`src/rtl/fir_out_pkg.sv`:
```
// Shared defaults and requantization constants for the FIR output decimator.
package fir_out_pkg;

    localparam int unsigned DEF_IN_WL      = 20;
    localparam int unsigned DEF_OUT_WL     = 16;
    localparam int unsigned DEF_FRAC_SHIFT = 4;
    localparam int unsigned DEF_DEC_M      = 4;
    localparam int unsigned DEF_FIFO_DEPTH = 8;

    localparam logic [DEF_IN_WL:0]    ROUND_K = (DEF_IN_WL + 1)'(1) << (DEF_FRAC_SHIFT - 1);
    localparam logic [DEF_OUT_WL-1:0] OUT_MAX = {1'b0, {(DEF_OUT_WL - 1){1'b1}}};
    localparam logic [DEF_OUT_WL-1:0] OUT_MIN = {1'b1, {(DEF_OUT_WL - 1){1'b0}}};

endpackage

```
`src/rtl/sync_fifo.sv`:
```
// First-word-fall-through FIFO with a registered head word; level counts the
// head register plus the backing memory.
module sync_fifo #(
    parameter int unsigned WIDTH = 16,
    parameter int unsigned DEPTH = 8
) (
    input  logic                     clk,
    input  logic                     rst,
    input  logic                     push_i,
    input  logic [WIDTH-1:0]         data_i,
    input  logic                     ready_i,
    output logic [WIDTH-1:0]         data_o,
    output logic                     valid_o,
    output logic [$clog2(DEPTH):0]   level_o,
    output logic                     drop_c
);

    localparam int unsigned AW = $clog2(DEPTH);
    localparam int unsigned LW = $clog2(DEPTH) + 1;

    logic [WIDTH-1:0] mem_q [DEPTH];
    logic [AW-1:0]    wr_ptr_q, wr_ptr_d;
    logic [AW-1:0]    rd_ptr_q, rd_ptr_d;
    logic [LW-1:0]    cnt_q, cnt_d;
    logic [LW-1:0]    level_q, level_d;
    logic             valid_q, valid_d;
    logic [WIDTH-1:0] data_q, data_d;
    logic             pop, full, wr_en, load;

    // A full FIFO still accepts a write when the head is popped on the same edge.
    always_comb begin
        pop      = valid_q && ready_i;
        full     = (level_q == LW'(DEPTH));
        wr_en    = push_i && (!full || pop);
        load     = (!valid_q || pop) && (cnt_q != '0);
        drop_c   = push_i && full && !pop;
        wr_ptr_d = wr_en ? wr_ptr_q + AW'(1) : wr_ptr_q;
        rd_ptr_d = load  ? rd_ptr_q + AW'(1) : rd_ptr_q;
        cnt_d    = cnt_q + LW'(wr_en) - LW'(load);
        level_d  = level_q + LW'(wr_en) - LW'(pop);
        valid_d  = load || (valid_q && !pop);
        data_d   = load ? mem_q[rd_ptr_q] : data_q;
    end

    always_ff @(posedge clk) begin
        if (wr_en) begin
            mem_q[wr_ptr_q] <= data_i;
        end
    end

    always_ff @(posedge clk) begin
        if (rst) begin
            wr_ptr_q <= '0;
            rd_ptr_q <= '0;
            cnt_q    <= '0;
            level_q  <= '0;
            valid_q  <= 1'b0;
            data_q   <= '0;
        end else begin
            wr_ptr_q <= wr_ptr_d;
            rd_ptr_q <= rd_ptr_d;
            cnt_q    <= cnt_d;
            level_q  <= level_d;
            valid_q  <= valid_d;
            data_q   <= data_d;
        end
    end

    assign data_o  = data_q;
    assign valid_o = valid_q;
    assign level_o = level_q;

endmodule

```
`src/rtl/fir_out_decim.sv`:
```
// FIR output decimator: keep 1-in-DEC_M samples, round/saturate to OUT_WL, buffer in a FIFO.
// Define DEC_STATS_EN to build the saturation event counter behind sat_count.
module fir_out_decim
    import fir_out_pkg::*;
#(
    parameter int unsigned IN_WL      = DEF_IN_WL,
    parameter int unsigned OUT_WL     = DEF_OUT_WL,
    parameter int unsigned FRAC_SHIFT = DEF_FRAC_SHIFT,
    parameter int unsigned DEC_M      = DEF_DEC_M,
    parameter int unsigned FIFO_DEPTH = DEF_FIFO_DEPTH
) (
    input  logic                          clk,
    input  logic                          rst,
    input  logic                          in_valid,
    input  logic [IN_WL-1:0]              in_data,
    input  logic                          phase_sync,
    output logic                          out_valid,
    input  logic                          out_ready,
    output logic [OUT_WL-1:0]             out_data,
    output logic [$clog2(FIFO_DEPTH):0]   fifo_level,
    output logic                          overflow,
    input  logic                          clear_ovf,
    output logic [15:0]                   sat_count
);

    localparam int unsigned PW = (DEC_M > 1) ? $clog2(DEC_M) : 1;
    localparam int unsigned TW = IN_WL + 1;
    localparam int unsigned QW = TW - FRAC_SHIFT;

    localparam logic [TW-1:0]     RND_K  = TW'(1) << (FRAC_SHIFT - 1);
    localparam logic [OUT_WL-1:0] SAT_HI = {1'b0, {(OUT_WL - 1){1'b1}}};
    localparam logic [OUT_WL-1:0] SAT_LO = {1'b1, {(OUT_WL - 1){1'b0}}};

    logic [PW-1:0]     phase_q, phase_d;
    logic              keep_c;
    logic              s1_v_q;
    logic [TW-1:0]     s1_t_q, s1_t_d;
    logic              s2_v_q;
    logic [OUT_WL-1:0] s2_d_q, s2_d_d;
    logic [QW-1:0]     q_c;
    logic              sat_c;
    logic              overflow_q, overflow_d;
    logic              drop_c;

    // Phase only advances on valid input; phase_sync forces a keep and restarts the count.
    always_comb begin
        phase_d = phase_q;
        keep_c  = 1'b0;
        if (in_valid) begin
            keep_c = phase_sync || (phase_q == '0);
            if (phase_sync) begin
                phase_d = (DEC_M == 1) ? '0 : PW'(1);
            end else if (phase_q == PW'(DEC_M - 1)) begin
                phase_d = '0;
            end else begin
                phase_d = phase_q + PW'(1);
            end
        end else if (phase_sync) begin
            phase_d = '0;
        end
    end

    // Round half up in one extra bit, then take the arithmetic-shifted field and clamp.
    always_comb begin
        s1_t_d = {in_data[IN_WL-1], in_data} + RND_K;
        q_c    = s1_t_q[TW-1:FRAC_SHIFT];
        sat_c  = (q_c[QW-1:OUT_WL-1] != {(QW - OUT_WL + 1){q_c[QW-1]}});
        s2_d_d = sat_c ? (q_c[QW-1] ? SAT_LO : SAT_HI) : q_c[OUT_WL-1:0];
    end

    always_comb begin
        overflow_d = overflow_q;
        if (drop_c) begin
            overflow_d = 1'b1;
        end else if (clear_ovf) begin
            overflow_d = 1'b0;
        end
    end

    always_ff @(posedge clk) begin
        if (rst) begin
            phase_q    <= '0;
            s1_v_q     <= 1'b0;
            s1_t_q     <= '0;
            s2_v_q     <= 1'b0;
            s2_d_q     <= '0;
            overflow_q <= 1'b0;
        end else begin
            phase_q    <= phase_d;
            s1_v_q     <= keep_c;
            s1_t_q     <= s1_t_d;
            s2_v_q     <= s1_v_q;
            s2_d_q     <= s2_d_d;
            overflow_q <= overflow_d;
        end
    end

    sync_fifo #(
        .WIDTH (OUT_WL),
        .DEPTH (FIFO_DEPTH)
    ) u_fifo (
        .clk     (clk),
        .rst     (rst),
        .push_i  (s2_v_q),
        .data_i  (s2_d_q),
        .ready_i (out_ready),
        .data_o  (out_data),
        .valid_o (out_valid),
        .level_o (fifo_level),
        .drop_c  (drop_c)
    );

    assign overflow = overflow_q;

`ifdef DEC_STATS_EN
    logic        s2_sat_q;
    logic [15:0] satc_q, satc_d;

    // Counts clamps of kept samples; an increment coinciding with a clear restarts at 1.
    always_comb begin
        satc_d = satc_q;
        if (s2_v_q && s2_sat_q) begin
            if (clear_ovf) begin
                satc_d = 16'd1;
            end else if (satc_q != 16'hFFFF) begin
                satc_d = satc_q + 16'd1;
            end
        end else if (clear_ovf) begin
            satc_d = '0;
        end
    end

    always_ff @(posedge clk) begin
        if (rst) begin
            s2_sat_q <= 1'b0;
            satc_q   <= '0;
        end else begin
            s2_sat_q <= s1_v_q && sat_c;
            satc_q   <= satc_d;
        end
    end

    assign sat_count = satc_q;
`else
    assign sat_count = 16'h0000;
`endif

endmodule

```
`config.mk`:
```
export PLATFORM = sky130hd
export DESIGN_NAME = fir_out_decim
export DESIGN_NICKNAME = d
export VERILOG_FILES = /design/src/rtl/fir_out_pkg.sv /design/src/rtl/sync_fifo.sv /design/src/rtl/fir_out_decim.sv
export SDC_FILE = /design/constraint.sdc
export NUM_CORES = 1
export LEC_CHECK = 0
export CAP_MARGIN = 20
export CORE_MARGIN = 8
export CORE_UTILIZATION = 52
export DETAILED_ROUTE_END_ITERATION = 6
export PLACE_DENSITY = 0.75
export SYNTH_ARGS = -nofsm -noshare
export SYNTH_HDL_FRONTEND = slang
export SYNTH_HIERARCHICAL = 1
export SYNTH_SLANG_ARGS = --single-unit
```
`constraint.sdc`:
```
create_clock -name clk -period 2.5 [get_ports clk]
set_input_delay 0.5 -clock clk [delete_from_list [all_inputs] [get_ports clk]]
set_output_delay 0.5 -clock clk [all_outputs]
set_load 0.05 [all_outputs]
```
==> summary.txt, run 1 <==
RUN STATUS
--------------------------------------------------------------------------------------
Result of the run                                                            completed

SYNTH
--------------------------------------------------------------------------------------
Number of distinct standard cells referenced by the synthesized netlist             55
Async SR Flop Fraction                                                               0
Cell count after synthesis                                                         547
Number of synthesized flops with an enable pin                                     128
Count of warnings emitted by yosys                                                   6
Predominant post-synthesis flop cell                                      sky130_fd_sc_hd__edfxtp_1
Number of storage elements in the synthesis netlist                                197
Syn Area/Cell                                                              14.43 sq um
Post-synthesis instance area                                                7893 sq um
Sequential cell area fraction in the yosys report                               0.6620

STA
--------------------------------------------------------------------------------------
Highest clock rate                                                           430.4 MHz
Number of max-slew violations in the final report                                    0
Post-route worst setup slack                                                 0.1767 ns
Tightest Pin Transition                                                      0.5528 ns
Final count of hold timing violations                                                0
Sum of negative setup slack                                                       0 ns
Post-route clock skew                                                      0.009267 ns
Time the worst path needs with I/O delays and setup                           2.323 ns
Setup violations, final                                                              0
Period utilisation layout                                                       0.9293
Relative slew margins                                                           0.6315
Setup repair after global routing missed its margin                              false

GLOBAL ROUTE
--------------------------------------------------------------------------------------
M1 GR Usage                                                                     0.1986
Met3 usage in global routing                                                   0.03408
Vias in the first global route                                                    4479
Initial antenna violation count                                                      0
Wire length of the first global-routing pass                                  23.66 mm
Most crowded layer after global routing                                           met2
Maximum number of pins on one net before global-route repair                        50
GRT overflow                                                                         0
Fraction of met2 tracks used by global routing                                  0.2573
Total track usage                                                               0.1576

FINAL LAYOUT
--------------------------------------------------------------------------------------
Layout Utilization                                                              0.6102
ANT cells                                                                            0
Share of cells above drive strength 1                                           0.1594
Area occupied by multi-input gates                                          2332 sq um
Area of all placed cells without fillers                                    9174 sq um
Layout filler cell count                                                          1123
FF+latch area                                                               5226 sq um
Most frequent cells in the layout                                         sky130_fd_sc_hd__edfxtp_1 (128), sky130_fd_sc_hd__dfxtp_1 (68), sky130_fd_sc_hd__nor2_1 (51)
Post-layout net count                                                              653
Area growth from synthesis to layout                                            16.23%
Leading cell type in the layout, fill and taps excluded                   sky130_fd_sc_hd__edfxtp_1

CLOCK NETWORK
--------------------------------------------------------------------------------------
Maximum level of the CTS H-tree                                                      4
Clock buffers created by TritonCTS                                                  17
CTS Sinks                                                                          197
Root cell of the clock tree                                               sky130_fd_sc_hd__clkbuf_16
Number of post-CTS setup repair buffers                                              0
Clock tree from TritonCTS                                                        built
Insertion delay of the later-clocked pin in the worst-skew pair                0.43 ns
Post-CTS Hold Buffers                                                                0
Post-CTS resize count                                                                0
Maximum buffer depth of the clock tree                                               2
Clk slew on worst S/H paths                                                    0.07 ns

DETAILED ROUTING
--------------------------------------------------------------------------------------
Post-DR wirelength/cell                                                       17.86 um
DRT Pass-1 Iters                                                                     4
Antenna Nets Post-Route                                                              0
DRC violation count after routing                                                    0
Via count normalized by instance count                                           5.400
Vias                                                                              4369
Wire length reported by the detailed router                                   14.45 mm
Count of routing violations after the opening detailed-route iteration             291

POWER
--------------------------------------------------------------------------------------
Comb power frac                                                                  0.316
Clock network fraction of design power                                           0.272
Cell Pwr Density                                                          1040 nW/um^2
Leakage                                                                       3.192 nW
Switching part of the total power                                               0.3337
Part of the total power dissipated in sequential elements                        0.412
P_int                                                                         6.354 mW
Net switching power                                                           3.183 mW
Peak VDD IR                                                                  0.5784 mV

WORST HOLD PATH
--------------------------------------------------------------------------------------
Class of the tightest hold or removal check                                    reg2reg
Worst hold path depth                                                                2
Start point of the worst min-delay path                                      s1_t_q[8]
Endpoint of the worst hold-timing path                                       s2_d_q[4]

CRITICAL PATH
--------------------------------------------------------------------------------------
Critical R2R Launch                                                       u_fifo/cnt_q[2]
Reg-to-reg endpoint                                                       u_fifo/cnt_q[2]
FF-to-FF path depth                                                                 12
Crit path buffers/inverters                                                          4
Path type of the worst setup path                                              reg2reg
Worst stage delay on the critical path                                         0.42 ns
CP Cell Sequence                                                          inv_1, ha_1, or3b_1, nand2_4, inv_2, ha_1, inv_1, ha_1, inv_1, fa_1, xor2_1, nor2_1
Worst setup SP type                                                           register
Data arrival, critical path                                                    2.64 ns
Kind of cell with the highest combined delay on the critical path          adder cells
Largest fanout on the critical path                                                  2
Kind of end point of the critical path                                        register
R2R Setup Slk                                                                  0.18 ns
Required time of the critical path                                             2.81 ns
Cell with the largest stage delay on the worst path                       sky130_fd_sc_hd__or3b_1

DIE
--------------------------------------------------------------------------------------
Initial Util                                                                    0.5250
Width of the die                                                              139.2 um
Area of the die                                                            19380 sq um
Placeable core region                                                      15030 sq um
# IOs                                                                               64
Die outline height                                                            139.2 um
Number of placement rows                                                            45

PLACEMENT
--------------------------------------------------------------------------------------
Worst slack at placement                                                    -0.2118 ns
DP Area                                                                     8605 sq um
Routability congestion estimate                                                 0.7343
Detailed placement HPWL                                                       9.236 mm
IO buf count                                                                        44

RUN
--------------------------------------------------------------------------------------
Max-capacitance violation count                                                      0

[Yosys cell counts, types with 8 or more instances]
| library cell | instances | area (sq um) |
|---|---|---|
| sky130_fd_sc_hd__a211oi_1 | 17 | 127.6 |
| sky130_fd_sc_hd__mux2i_1 | 33 | 330.3 |
| sky130_fd_sc_hd__ha_1 | 17 | 212.7 |
| sky130_fd_sc_hd__clkbuf_1 | 8 | 30.03 |
| sky130_fd_sc_hd__nor2_1 | 51 | 191.4 |
| sky130_fd_sc_hd__a21oi_1 | 24 | 120.1 |
| sky130_fd_sc_hd__xor2_1 | 9 | 78.83 |
| sky130_fd_sc_hd__nand2_1 | 25 | 93.84 |
| sky130_fd_sc_hd__mux4_2 | 17 | 382.9 |
| sky130_fd_sc_hd__inv_1 | 20 | 75.07 |
| sky130_fd_sc_hd__xnor2_1 | 10 | 87.58 |
| sky130_fd_sc_hd__buf_4 | 19 | 142.6 |
| sky130_fd_sc_hd__nor3_1 | 23 | 115.1 |
| sky130_fd_sc_hd__dfxtp_1 | 69 | 1381 |
| sky130_fd_sc_hd__o22ai_2 | 10 | 125.1 |
| sky130_fd_sc_hd__edfxtp_1 | 128 | 3844 |
[registers in the layout, indices dropped and copies added (netlist names)]
signal and flops:
s1_v_q 1, u_fifo/rd_ptr_q 3, u_fifo/data_o 16, u_fifo/cnt_q 4, s1_t_q 17, overflow 1, s2_d_q 16, s2_v_q 1
u_fifo/level_o 4, u_fifo/mem_q 128, phase_q 2, u_fifo/wr_ptr_q 3, u_fifo/valid_o 1
[metrics by stage]
step	cells	hold slack [ns]	power [mW]
final	809	0.4502	9.537
after global routing	809	0.4798	10.02
after CTS	809	0.4546	9.642
after detailed placement	777	0.4450	7.051
after global placement	777	0.4354	6.947
after floorplan	562	0.4138	6.290
[routing by layer]
layer / routed length [um] / vias up
li1: - / 2103
met1: 6354 / 2138
met2: 7210 / 110
met3: 640 / 18
met4: 245 / 0
met5: 0 / -
[kinds of logic (layout without fill, tap and decap cells)]
logic type               after synthesis  after routing  share of synthesized area
multiplexers                          50             50                    0.09036
adder cells (fa/ha/maj)               19             19                    0.03202
XOR/XNOR                              19             19                    0.02108
AND/OR/NAND/NOR                      132            132                    0.08275
AO/OA/AOI/OAI                         66             66                    0.06040
other                                  1             16                  0.0004751
buffers and inverters                 63            122                    0.05089
flip-flops                           197            197                     0.6620
[layout make-up]
type	instances	share of cell area
well taps	188	0.02564
repair buffers	68	0.07938
clock inverters	15	0.01568
multi-input cells	302	0.2542
clock buffers	17	0.04637
inverters	22	0.009002
flip-flops and latches	197	0.5697
[worst min-delay path, delay by kind of cell, from the launching register on]
kind	cells	cell delay, ns
AO/OA/AOI/OAI	1	0.06
AND/OR/NAND/NOR	1	0.05
flip-flops	1	0.30
[power by group through the flow]
| stage | clock network, mW | logic [mW] | registers, mW |
|---|---|---|---|
| after CTS | 2.65 | 3.06 | 3.93 |
| after floorplan | 0 | 1.77 | 4.52 |
| after global placement | 0 | 2.97 | 3.98 |
| after global routing | 2.78 | 3.28 | 3.96 |
| final | 2.60 | 3.02 | 3.93 |
| after detailed placement | 0 | 3.05 | 4.00 |
[how the worst max path moves through the flow]
stage / from / endpoint / slack (ns) / cells past startpoint
floorplan: u_fifo/level_o[2] / u_fifo/mem_q[7][0] / 0.02 / 6
global placement: out_ready / u_fifo/cnt_q[2] / -0.13 / 10
detailed placement: out_ready / u_fifo/level_o[2] / -0.21 / 10
CTS: u_fifo/cnt_q[2] / u_fifo/cnt_q[2] / 0.17 / 12
global route: u_fifo/cnt_q[2] / u_fifo/cnt_q[2] / 0.07 / 12
finish: u_fifo/cnt_q[2] / u_fifo/cnt_q[2] / 0.18 / 12
Power figures use the tool's default switching activity.
==> run 2, diff against run 1 <==
Settings changed: SLEW_MARGIN from default to 10.
==> results of run 2 <==
Same layout as run 1: the final DEF is identical, and so are final timing and power.
==> run 3, diff against run 2 <==
Settings changed: REMOVE_ABC_BUFFERS from default to 1.
==> run 3 against run 2 <==
  * Combinational power barely moved
  * Clock power barely moved
  * Register-to-register slack barely moved
  * Sequential share of layout area barely moved
  * Die area did not move
  * Largest power group unchanged
  * Non-clock buffer count rose by 3
  * Critical path type unchanged
==> summary.txt, run 3 (synthesis gave the netlist of run 1 again) <==
RUN STATUS
-------------------------------------------------------------------------------------
Result of the run                                                           completed

STA
-------------------------------------------------------------------------------------
Time the worst path needs with I/O delays and setup                          2.333 ns   +0.009677 ns
Tightest Pin Transition                                                     0.5127 ns   -0.04012 ns
Final count of hold timing violations                                               0   unchanged
Relative slew margins                                                          0.6571   +0.02567
Period utilisation layout                                                      0.9332   +0.003871
Setup violations, final                                                             0   unchanged
Sum of negative setup slack                                                      0 ns   unchanged
Number of max-slew violations in the final report                                   0   unchanged
Worst hold slack after final layout                                         0.4361 ns   -0.01405 ns
Setup repair after global routing missed its margin                             false
Highest clock rate                                                          428.6 MHz   -0.41%
Post-route worst setup slack                                                0.1671 ns   -0.009677 ns
Post-route clock skew                                                     0.007686 ns   -0.001581 ns

DETAILED ROUTING
-------------------------------------------------------------------------------------
DRT Pass-1 Iters                                                                    4   unchanged
DRC violation count after routing                                                   0   unchanged
Post-DR wirelength/cell                                                      18.35 um   +2.7%
Via count normalized by instance count                                          5.499   +1.8%
Count of routing violations after the opening detailed-route iteration            321   +10%
Antenna Nets Post-Route                                                             0   unchanged
Wire length reported by the detailed router                                  14.90 mm   +3.1%
Vias                                                                             4465   +2.2%

DIE
-------------------------------------------------------------------------------------
Number of placement rows                                                           45   unchanged
Width of the die                                                             139.2 um   unchanged
Die outline height                                                           139.2 um   unchanged
# IOs                                                                              64   unchanged
Placeable core region                                                     15030 sq um   unchanged
Initial Util                                                                   0.5250   unchanged
Area of the die                                                           19380 sq um   unchanged

POWER
-------------------------------------------------------------------------------------
Cell Pwr Density                                                         1044 nW/um^2   +0.46%
Leakage                                                                      3.200 nW   +0.27%
Peak VDD IR                                                                 0.6012 mV   +3.9%
Comb power frac                                                                 0.314   -0.002
Net switching power                                                          3.102 mW   -2.5%
Part of the total power dissipated in sequential elements                       0.413   about the same
Switching part of the total power                                              0.3240   -0.009707
Clock network fraction of design power                                          0.273   about the same
P_int                                                                        6.471 mW   +1.8%

CLOCK NETWORK
-------------------------------------------------------------------------------------
Maximum level of the CTS H-tree                                                     4   unchanged
Post-CTS resize count                                                               0   unchanged
Insertion delay of the later-clocked pin in the worst-skew pair               0.43 ns   about the same
Clk slew on worst S/H paths                                                   0.07 ns   about the same
Post-CTS Hold Buffers                                                               0   unchanged
Clock tree from TritonCTS                                                       built
Root cell of the clock tree                                              sky130_fd_sc_hd__clkbuf_16
Number of post-CTS setup repair buffers                                             0   unchanged
CTS Sinks                                                                         197   unchanged
Clock buffers created by TritonCTS                                                 17   unchanged
Maximum buffer depth of the clock tree                                              2   unchanged

PLACEMENT
-------------------------------------------------------------------------------------
DP Area                                                                    8602 sq um   about the same
IO buf count                                                                       44   unchanged
Worst slack at placement                                                   -0.1956 ns   +0.01622 ns
Total instance count after detailed placement                                     780   +0.39%
Routability congestion estimate                                                0.7479   +1.9%
Detailed placement HPWL                                                      9.811 mm   +6.2%

CRITICAL PATH
-------------------------------------------------------------------------------------
Path type of the worst setup path                                             reg2reg
Worst setup SP type                                                          register
Largest fanout on the critical path                                                 2   unchanged
R2R Setup Slk                                                                 0.17 ns   about the same
Data arrival, critical path                                                   2.63 ns   about the same
Required time of the critical path                                            2.80 ns   about the same
Kind of end point of the critical path                                       register

GLOBAL ROUTE
-------------------------------------------------------------------------------------
Total track usage                                                              0.1600   +0.002356
Initial antenna violation count                                                     0   unchanged
Maximum number of pins on one net before global-route repair                       50   unchanged
GRT overflow                                                                        0   unchanged
Wire length of the first global-routing pass                                 24.14 mm   +2.0%
Vias in the first global route                                                   4743   +5.9%

FINAL LAYOUT
-------------------------------------------------------------------------------------
FF+latch area                                                              5226 sq um   unchanged
Share of cells above drive strength 1                                          0.1538   -0.005574
ANT cells                                                                           0   unchanged
Number of flip-flops in the largest register                                      128   unchanged
Most frequent cells in the layout                                        sky130_fd_sc_hd__edfxtp_1 (128), sky130_fd_sc_hd__dfxtp_1 (68), sky130_fd_sc_hd__nor2_1 (51)
Layout filler cell count                                                         1103   -1.8%
Area occupied by multi-input gates                                         2332 sq um   unchanged
Post-layout net count                                                             656   +0.46%
Final std cells w/o fill                                                          812   +0.37%
Area growth from synthesis to layout                                           16.14%   about the same
Area of all placed cells without fillers                                   9166 sq um   about the same
Largest reg by FF count                                                  u_fifo/mem_q
Leading cell type in the layout, fill and taps excluded                  sky130_fd_sc_hd__edfxtp_1
Largest registers                                                        u_fifo/mem_q: 128 flops, s1_t_q: 17 flops

WORST HOLD PATH
-------------------------------------------------------------------------------------
Class of the tightest hold or removal check                                   reg2reg

RUN
-------------------------------------------------------------------------------------
Max-capacitance violation count                                                     0   unchanged

==> run 3: final timing paths <==
path | startpoint | end | cells past startpoint
worst min register to register | s1_v_q | s2_v_q | 1
worst max register to register | u_fifo/cnt_q[2] | u_fifo/cnt_q[3] | 12
worst min-delay path | s1_v_q | s2_v_q | 1
worst max-delay path | u_fifo/cnt_q[2] | u_fifo/cnt_q[3] | 12
==> run 3: stage by stage <==
step	util	total power, mW
after floorplan	-	6.082
after global placement	0.5722	6.931
final	0.6097	9.573
after detailed placement	0.5722	7.053
after global routing	0.6097	10.03
after CTS	0.6097	9.670
==> run 3: power groups by stage <==
stage                     Sequential, mW  Combinational (mW)  Clock (mW)
after global placement              4.01                2.92           0
after floorplan                     4.68                1.40           0
final                               3.95                3.01        2.61
after CTS                           3.96                3.05        2.66
after global routing                3.99                3.26        2.79
after detailed placement            4.03                3.02           0
==> run 3: critical path, cell delays in order (launching register included) <==
cell	delay (ns)
sky130_fd_sc_hd__dfxtp_1	0.30
sky130_fd_sc_hd__inv_1	0.07
sky130_fd_sc_hd__ha_1	0.17
sky130_fd_sc_hd__or3b_1	0.42
sky130_fd_sc_hd__nand2_4	0.09
sky130_fd_sc_hd__inv_2	0.04
sky130_fd_sc_hd__ha_1	0.18
sky130_fd_sc_hd__inv_1	0.08
sky130_fd_sc_hd__ha_1	0.24
sky130_fd_sc_hd__a21o_1	0.20
sky130_fd_sc_hd__a21oi_1	0.22
sky130_fd_sc_hd__xnor2_1	0.14
sky130_fd_sc_hd__nor2_1	0.06
==> run 3: layer usage <==
layer,vias to the layer above,wire (um),GRT usage
met2,122,7867,0.2832
met3,23,526,0.03270
met1,2218,6211,0.1818
met5,-,0,0
li1,2102,-,-
met4,0,291,0.07683
==> run 3: final cells by class <==
| type | count | area share |
|---|---|---|
| timing repair buffer | 71 | 0.07917 |
| inverter | 22 | 0.009009 |
| sequential | 197 | 0.5702 |
| clock buffer | 24 | 0.05037 |
| clock inverter | 8 | 0.01119 |
| tap | 188 | 0.02566 |
| multi-input combinational | 302 | 0.2544 |
